## src/rtl/game_pkg.sv

```systemverilog
// Sprite dimensions shared by the game blocks and the state encoding
// of the invader fire controller.
package game_pkg;

  localparam int ALIEN_WIDTH   = 32;
  localparam int PLAYER_WIDTH  = 32;
  localparam int PLAYER_HEIGHT = 32;
  localparam int BOMB_WIDTH    = 8;
  localparam int BOMB_HEIGHT   = 16;

  // IDLE   : counting cooldown ticks before the next fire attempt
  // SELECT : scanning columns for one that still has a live alien
  // FALL   : bomb on screen, moving down once per tick
  typedef enum logic [1:0] {
    IDLE,
    SELECT,
    FALL
  } enemy_shot_state_e;

endpackage

```

## src/rtl/vga_pkg.sv

```systemverilog
// Display geometry shared by every sprite and position block.
//   HOR_PIXELS : visible columns
//   VER_PIXELS : visible rows; the player row sits at the bottom
package vga_pkg;

  localparam int HOR_PIXELS = 640;
  localparam int VER_PIXELS = 480;

endpackage

```

## src/rtl/lfsr8.sv

```systemverilog
// 8-bit Fibonacci LFSR, polynomial x^8+x^6+x^5+x^4+1 (maximal length).
// Steps every clock. A nonzero seed never reaches the all-zero state.
//   clk   : system clock
//   rst_n : asynchronous active-low reset, loads seed
//   seed  : reset value, must be nonzero
//   out   : current register value
module lfsr8 (
  input  logic       clk,
  input  logic       rst_n,
  input  logic [7:0] seed,
  output logic [7:0] out
);

  logic [7:0] lfsr_q;
  logic [7:0] lfsr_d;
  logic       feedback;

  // Taps 8,6,5,4 map to bits 7,5,4,3; the feedback enters at bit 0.
  always_comb begin
    feedback = lfsr_q[7] ^ lfsr_q[5] ^ lfsr_q[4] ^ lfsr_q[3];
    lfsr_d   = {lfsr_q[6:0], feedback};
  end

  // The register free-runs so the pick depends on when a fire attempt lands.
  always_ff @(posedge clk or negedge rst_n) begin
    if (!rst_n) begin
      lfsr_q <= seed;
    end else begin
      lfsr_q <= lfsr_d;
    end
  end

  assign out = lfsr_q;

endmodule

```

## src/rtl/enemy_shot_ctl.sv

```systemverilog
// Invader fire controller: after a cooldown it picks a random surviving
// column, drops one bomb from below the formation, moves it down once per
// movement tick and reports a hit when it overlaps the player sprite.
//   clk, rst_n         : clock, asynchronous active-low reset
//   game_active        : 1 = play running, 0 = abort and hold
//   formation_x        : left edge of column 0
//   formation_bottom_y : row just below the lowest alien row
//   col_alive          : bit i set when column i still has a live alien
//   player_xpos        : player sprite left edge
//   bomb_clear         : one-clock pulse, bomb destroyed elsewhere
//   bomb_active        : bomb on screen
//   bomb_x, bomb_y     : bomb top-left corner
//   player_hit         : one-clock pulse on bomb/player overlap
module enemy_shot_ctl
  import vga_pkg::*;
  import game_pkg::*;
#(
  parameter int COLS          = 11,
  parameter int COL_PITCH     = 48,
  parameter int ALIEN_WIDTH   = game_pkg::ALIEN_WIDTH,
  parameter int PLAYER_WIDTH  = game_pkg::PLAYER_WIDTH,
  parameter int PLAYER_HEIGHT = game_pkg::PLAYER_HEIGHT,
  parameter int BOMB_WIDTH    = game_pkg::BOMB_WIDTH,
  parameter int BOMB_HEIGHT   = game_pkg::BOMB_HEIGHT,
  parameter int BOMB_SPEED    = 3,
  parameter int FIRE_INTERVAL = 40,
  parameter int TICK_DIV      = 650000
) (
  input  logic            clk,
  input  logic            rst_n,
  input  logic            game_active,
  input  logic [11:0]     formation_x,
  input  logic [11:0]     formation_bottom_y,
  input  logic [COLS-1:0] col_alive,
  input  logic [11:0]     player_xpos,
  input  logic            bomb_clear,
  output logic            bomb_active,
  output logic [11:0]     bomb_x,
  output logic [11:0]     bomb_y,
  output logic            player_hit
);

  localparam int TICK_W   = (TICK_DIV < 1) ? 1 : $clog2(TICK_DIV + 1);
  localparam int CD_W     = (FIRE_INTERVAL < 1) ? 1 : $clog2(FIRE_INTERVAL + 1);
  localparam int COL_W    = (COLS < 2) ? 1 : $clog2(COLS);
  localparam int X_CENTER = ALIEN_WIDTH / 2 - BOMB_WIDTH / 2;

  localparam logic [TICK_W-1:0] TICK_LAST  = TICK_W'(TICK_DIV);
  localparam logic [CD_W-1:0]   CD_RELOAD  = CD_W'(FIRE_INTERVAL);
  localparam logic [COL_W-1:0]  COL_LAST   = COL_W'(COLS - 1);
  localparam logic [12:0]       HIT_ROW    = 13'(VER_PIXELS - PLAYER_HEIGHT);
  localparam logic [12:0]       SCREEN_END = 13'(VER_PIXELS);

  enemy_shot_state_e state_q, state_d;
  logic [TICK_W-1:0] tick_cnt_q;
  logic [CD_W-1:0]   cooldown_q, cooldown_d;
  logic [COL_W-1:0]  col_idx_q, col_idx_d;
  logic [COL_W-1:0]  checked_q, checked_d;
  logic [11:0]       bomb_x_q, bomb_x_d;
  logic [11:0]       bomb_y_q, bomb_y_d;
  logic              active_q, active_d;
  logic              hit_q, hit_d;

  logic              tick;
  logic [7:0]        lfsr_out;
  logic [COL_W-1:0]  start_col;
  logic [12:0]       col_offset;
  logic [12:0]       spawn_x;
  logic [12:0]       y_next;
  logic              hit_cond;
  logic              unused_spawn_msb;

  lfsr8 u_lfsr (
    .clk   (clk),
    .rst_n (rst_n),
    .seed  (8'hA5),
    .out   (lfsr_out)
  );

  // Movement tick: one clock out of every TICK_DIV+1.
  always_ff @(posedge clk or negedge rst_n) begin
    if (!rst_n) begin
      tick_cnt_q <= '0;
    end else if (tick) begin
      tick_cnt_q <= '0;
    end else begin
      tick_cnt_q <= tick_cnt_q + 1'b1;
    end
  end

  assign tick = (tick_cnt_q == TICK_LAST);

  // Position arithmetic is carried in 13 bits so sums near the screen
  // edge cannot wrap before the compares see them. The column offset is
  // a multiply by a constant pitch, which reduces to shifts and adds.
  always_comb begin
    start_col  = COL_W'(lfsr_out % 8'(COLS));
    col_offset = 13'(col_idx_q) * 13'(COL_PITCH);
    spawn_x    = {1'b0, formation_x} + col_offset + 13'(X_CENTER);
    y_next     = {1'b0, bomb_y_q} + 13'(BOMB_SPEED);
    hit_cond   = (y_next + 13'(BOMB_HEIGHT) >= HIT_ROW) &&
                 ({1'b0, bomb_x_q} + 13'(BOMB_WIDTH) > {1'b0, player_xpos}) &&
                 ({1'b0, bomb_x_q} < {1'b0, player_xpos} + 13'(PLAYER_WIDTH));
  end

  assign unused_spawn_msb = spawn_x[12];

  // Next-state logic. game_active=0 overrides everything; in FALL an
  // external clear beats a hit, which beats leaving the screen. Every
  // path that retires a bomb reloads the full cooldown.
  always_comb begin
    state_d    = state_q;
    cooldown_d = cooldown_q;
    col_idx_d  = col_idx_q;
    checked_d  = checked_q;
    bomb_x_d   = bomb_x_q;
    bomb_y_d   = bomb_y_q;
    active_d   = active_q;
    hit_d      = 1'b0;

    if (!game_active) begin
      state_d    = IDLE;
      active_d   = 1'b0;
      cooldown_d = CD_RELOAD;
    end else begin
      case (state_q)
        IDLE: begin
          if (tick) begin
            if (cooldown_q <= CD_W'(1)) begin
              cooldown_d = '0;
              col_idx_d  = start_col;
              checked_d  = '0;
              state_d    = SELECT;
            end else begin
              cooldown_d = cooldown_q - 1'b1;
            end
          end
        end

        SELECT: begin
          if (col_alive[col_idx_q]) begin
            bomb_x_d = spawn_x[11:0];
            bomb_y_d = formation_bottom_y;
            active_d = 1'b1;
            state_d  = FALL;
          end else if (checked_q == COL_LAST) begin
            cooldown_d = CD_RELOAD;
            state_d    = IDLE;
          end else begin
            checked_d = checked_q + 1'b1;
            col_idx_d = (col_idx_q == COL_LAST) ? '0 : col_idx_q + 1'b1;
          end
        end

        FALL: begin
          if (bomb_clear) begin
            active_d   = 1'b0;
            cooldown_d = CD_RELOAD;
            state_d    = IDLE;
          end else if (tick) begin
            if (hit_cond) begin
              hit_d      = 1'b1;
              active_d   = 1'b0;
              cooldown_d = CD_RELOAD;
              state_d    = IDLE;
            end else if (y_next >= SCREEN_END) begin
              active_d   = 1'b0;
              cooldown_d = CD_RELOAD;
              state_d    = IDLE;
            end else begin
              bomb_y_d = y_next[11:0];
            end
          end
        end

        default: begin
          state_d    = IDLE;
          active_d   = 1'b0;
          cooldown_d = CD_RELOAD;
        end
      endcase
    end
  end

  // State and output registers; outputs come straight from here.
  always_ff @(posedge clk or negedge rst_n) begin
    if (!rst_n) begin
      state_q    <= IDLE;
      cooldown_q <= CD_RELOAD;
      col_idx_q  <= '0;
      checked_q  <= '0;
      bomb_x_q   <= '0;
      bomb_y_q   <= '0;
      active_q   <= 1'b0;
      hit_q      <= 1'b0;
    end else begin
      state_q    <= state_d;
      cooldown_q <= cooldown_d;
      col_idx_q  <= col_idx_d;
      checked_q  <= checked_d;
      bomb_x_q   <= bomb_x_d;
      bomb_y_q   <= bomb_y_d;
      active_q   <= active_d;
      hit_q      <= hit_d;
    end
  end

  assign bomb_active = active_q;
  assign bomb_x      = bomb_x_q;
  assign bomb_y      = bomb_y_q;
  assign player_hit  = hit_q;

endmodule
```

## config.mk

```make
export PLATFORM = sky130hd
export DESIGN_NAME = enemy_shot_ctl
export DESIGN_NICKNAME = d
export VERILOG_FILES = /design/src/rtl/game_pkg.sv /design/src/rtl/vga_pkg.sv /design/src/rtl/lfsr8.sv /design/src/rtl/enemy_shot_ctl.sv
export SDC_FILE = /design/constraint.sdc
export NUM_CORES = 1
export LEC_CHECK = 0
export ABC_AREA = 1
export BUFFER_PORTS_ARGS = -buffer_cell sky130_fd_sc_hd__buf_2
export CAP_MARGIN = 30
export CORE_ASPECT_RATIO = 1.2
export CORE_MARGIN = 2
export CORE_UTILIZATION = 53
export DETAILED_ROUTE_END_ITERATION = 8
export PLACE_DENSITY = 0.82
export SYNTH_ARGS = -nofsm -noshare
export SYNTH_HDL_FRONTEND = slang
export SYNTH_SLANG_ARGS = --single-unit
```

## constraint.sdc

```tcl
create_clock -name clk -period 3.7 [get_ports clk]
set_clock_uncertainty 0.05 [all_clocks]
set_input_delay 1.11 -clock clk [delete_from_list [all_inputs] [get_ports clk]]
set_output_delay 1.11 -clock clk [all_outputs]
set_load 0.02 [all_outputs]
```

==> impl_metrics.ini, run 1 <==
[pwr]
p_seq_share_pct = 34.7
p_sw_w = 0.0008347
fin_total_pwr_w = 0.002579
p_clk_share_pct = 37.1
leakage_nw = 3.663
p_per_area_mw_per_mm2 = 379.8
intPower_w = 0.001744
p_sw_share_pct = 32.37
ir_drop_v = 0.0002517
pwr-share-comb_pct = 28.2

[floorplanning]
die_w_um = 97.54
ios = 77
fp.dieH_um = 116.2
die_area_mm2 = 0.01134
core_area_mm2 = 0.01036
start_util_pct = 53.69
core.rowCount = 41

[place]
dpl.hpwl_mm = 9.373
dpl_worst_slack_ns = -0.1037
gp_congestion = 0.8533
dp_cells = 990
port-buffer-count = 76

[sta]
tightest_slew_ns = 0.6210
post-route-min-period_ns = 3.581
fin_ws_ns = 0.1190
slew_headroom_pct = 58.22
tns_ns = 0
max_freq_mhz = 279.3
finalHoldViolCount = 0
setup_viol = 0
fin_crit_sh_pct = 96.78
final-max-slew-violation-count = 0

[synthesis]
syn-num-nets = 872
ys_ff_latch = 70
async_reset_ff_share_pct = 100.0
yosys_warnings = 0
synth-edff-count = 0
syn_area_mm2 = 0.005564
synth_cell_types = 48
yosys.area.top_type = dfrtp_1
synthCells = 776
synth_top_area_share_pct = 28.78
synth_ff_type = dfrtp_1
yosysSeqAreaShare_pct = 31.62
avgSynthCellArea_um2 = 7.170
ys_top_cells_by_area = dfrtp_1, nand2_1, ha_1, inv_1, o21ai_0

[finish]
antennaDiodeCount = 0
fin_nets = 978
drive_gt1_share_pct = 22.21
syn_to_final_growth_pct = 22.01
final_cells = 1016

[route]
wl_per_cell_um = 12.47
routed_wl_mm = 12.67
ant_nets = 0
drc = 0
via_per_inst = 5.250
first_pass_iters = 7
drt-initial-drc-count = 196
vias = 5334

[clock_network]
cts_sinks = 70
cts_root_buf = clkbuf_16
cts_buffers = 9
htreeDepth = 3
clockBufferDepth = 2
cts_tree = done
clkLatencyLatePin_ns = 0.34
clk_pin_slew_ns = 0.06
hold_buffers = 0

[grt]
grt_max_degree = 71
grt_pass1_vias = 5111
grt-ovfl-total = 0
grt_antenna_before_repair = 0
track_usage_pct = 22.05
grt_pass1_wl_mm = 20.82

[setup_path]
critPathLaunchType = flop
end_kind = flop
path_delay_family = simple AND/OR/NAND/NOR gates
slowest_stage = dfstp_2
cp_num_buf_inv = 6
required_ns = 3.87
path_class = flop to flop
max_stage_delay_ns = 0.56
critPathMaxFanout = 5
crit_arrival_ns = 3.75

[outcome]
status = finished clean

[flow_run]
cap_violations = 0

[hold_path]
hold_class = flop to flop
what timing repair did:
item                       CTS  global route
buffers inserted             0            10
resized for setup            0            41
setup endpoints to repair    0             5
placed cells by master, fill, tap and decap left out, types with 20 or more instances in the layout:
master	instances
dfrtp_1	63
nor2_1	72
a21oi_1	30
xor2_1	28
buf_2	76
inv_1	124
o21ai_0	63
buf_4	25
nand2_2	20
nand2_1	143
ha_1	42
nand3_1	40
state kept, by name (all words and copies together), names as in the netlist:
signal and flops:
tick_cnt_q 20, bomb_x 12, bomb_y 12, u_lfsr.out 8, cooldown_q 6, checked_q 4
col_idx_q 4, state_q 2, bomb_active 1, player_hit 1
final cells by class:
class                   count  area (µm²)
fillers                   889        3573
multi-input cells         560        3400
flip-flops and latches     70        1760
repair buffers            104       619.3
inverters                 137       514.2
clock buffers              11       252.7
well taps                 129       161.4
clock inverters             5       81.33
power groups by stage:
stage                     Combinational [W]  Sequential, W  Clock [W]
after global placement             0.000690       0.000905          0
final                              0.000727       0.000896   0.000957
after floorplan                    0.000496       0.000922          0
after global routing               0.000829       0.000903    0.00100
after detailed placement           0.000716       0.000907          0
after CTS                          0.000727       0.000895   0.000971
Yosys cell counts, types with 2 or more instances:
cell      number
and2_1         2
xnor2_1        8
clkbuf_1       5
a211oi_1       5
nor2_1        74
inv_2          6
nand2_2       14
dfrtp_1       64
xor2_1        28
ha_1          44
nand3b_1       3
nand3_1       46
nand3_2        6
a21oi_1       32
o21a_1         3
dfstp_2        6
o21ai_1        2
o211ai_1       3
clkinv_1       2
nand2_4        6
buf_2          4
inv_1        129
nor3_1        12
a31oi_1        2
nor2_2         3
nor3b_1        4
nor4_1        12
o21ai_0       63
nand4_1       13
nor2_4         5
nand2_1      153
metal layers:
layer | vias to the layer above | share of wire (%) | GRT usage, %
li1 | 2740 | - | -
met5 | - | 0 | 0
met1 | 2461 | 41 | 24.33
met2 | 102 | 53 | 42.16
met4 | 0 | 2.8 | 9.352
met3 | 31 | 3.0 | 3.591
through the flow:
stage	hold WS (ns)	area, µm²	utilization, %
global placement	0.3580	6227	60.09
CTS	0.3678	6561	63.32
detailed placement	0.3602	6227	60.09
finish	0.3700	6789	65.52
global route	0.3809	6789	65.52
floorplan	0.3363	5564	-
kinds of logic (layout without fill, tap and decap cells):
logic type / Yosys count / after routing / share of synthesized area (%)
AOI/OAI and AO/OA: 121 / 121 / 12.08
xor gates and xnor gates: 36 / 36 / 5.667
adders and majority gates: 45 / 45 / 10.25
buffers and inverters: 146 / 257 / 9.939
DFF: 70 / 70 / 31.62
muxes: 1 / 1 / 0.1799
and+or+nand+nor: 357 / 357 / 30.27
path summary, 6_finish.rpt:
path	depth (start not counted)	end	slack (ns)	start
worst max-delay path	32	col_idx_q[1]$_DFFE_PN0P_	0.12	u_lfsr.out[5]$_DFF_PN1_
worst min-delay path	0	u_lfsr.out[7]$_DFF_PN1_	0.37	u_lfsr.out[6]$_DFF_PN0_
worst max register to register	32	col_idx_q[1]$_DFFE_PN0P_	0.12	u_lfsr.out[5]$_DFF_PN1_
worst min register to register	0	u_lfsr.out[7]$_DFF_PN1_	0.37	u_lfsr.out[6]$_DFF_PN0_
max in group asynchronous	2	cooldown_q[5]$_DFFE_PN1P_	2.53	rst_n
min in group asynchronous	2	bomb_y[6]$_DFFE_PN0P_	0.72	rst_n
Power figures use the tool's default switching activity.
==> inputs of run 2 (changes only) <==
Settings changed: CORE_ASPECT_RATIO 1.2 to default, CORE_MARGIN 2 to default, CORE_UTILIZATION 53 to default, PLACE_DENSITY 0.82 to default, SYNTH_HIERARCHICAL from default to 1.
==> impl_metrics.ini, run 2 <==
[outcome]
status = did not finish
lastStage = 1_2_yosys
firstError = ERROR: Found 8 problems in 'check -assert'.

[synthesis]
ys_ff_latch = 62
yosys.area.top_type = dfrtp_1
yosysMostFrequentCell = nand2_1
ys_chip_area_mm2 = 0.005348
yosys-top-cells-count = nand2_1, inv_1, nor2_1, dfrtp_1, o21ai_0
synth_top_area_share_pct = 28.08
yosysSeqAreaShare_pct = 29.06
synth_cell_types = 47
async_reset_ff_share_pct = 100.0
ys_cells = 764
ys_top_cells_by_area = dfrtp_1, ha_1, nand2_1, inv_1, nor2_1
synth-edff-count = 0
synth_ff_type = dfrtp_1
yosys_warnings = 0
-- run 2: logic make-up after synthesis --
kind of cell	Yosys count	synth area share [%]
adders and majority gates	45	10.67
xor gates and xnor gates	35	5.732
AOI/OAI and AO/OA	129	13.52
other	2	0.1404
and+or+nand+nor	342	30.14
DFF	62	29.06
buffers and inverters	148	10.55
muxes	1	0.1872
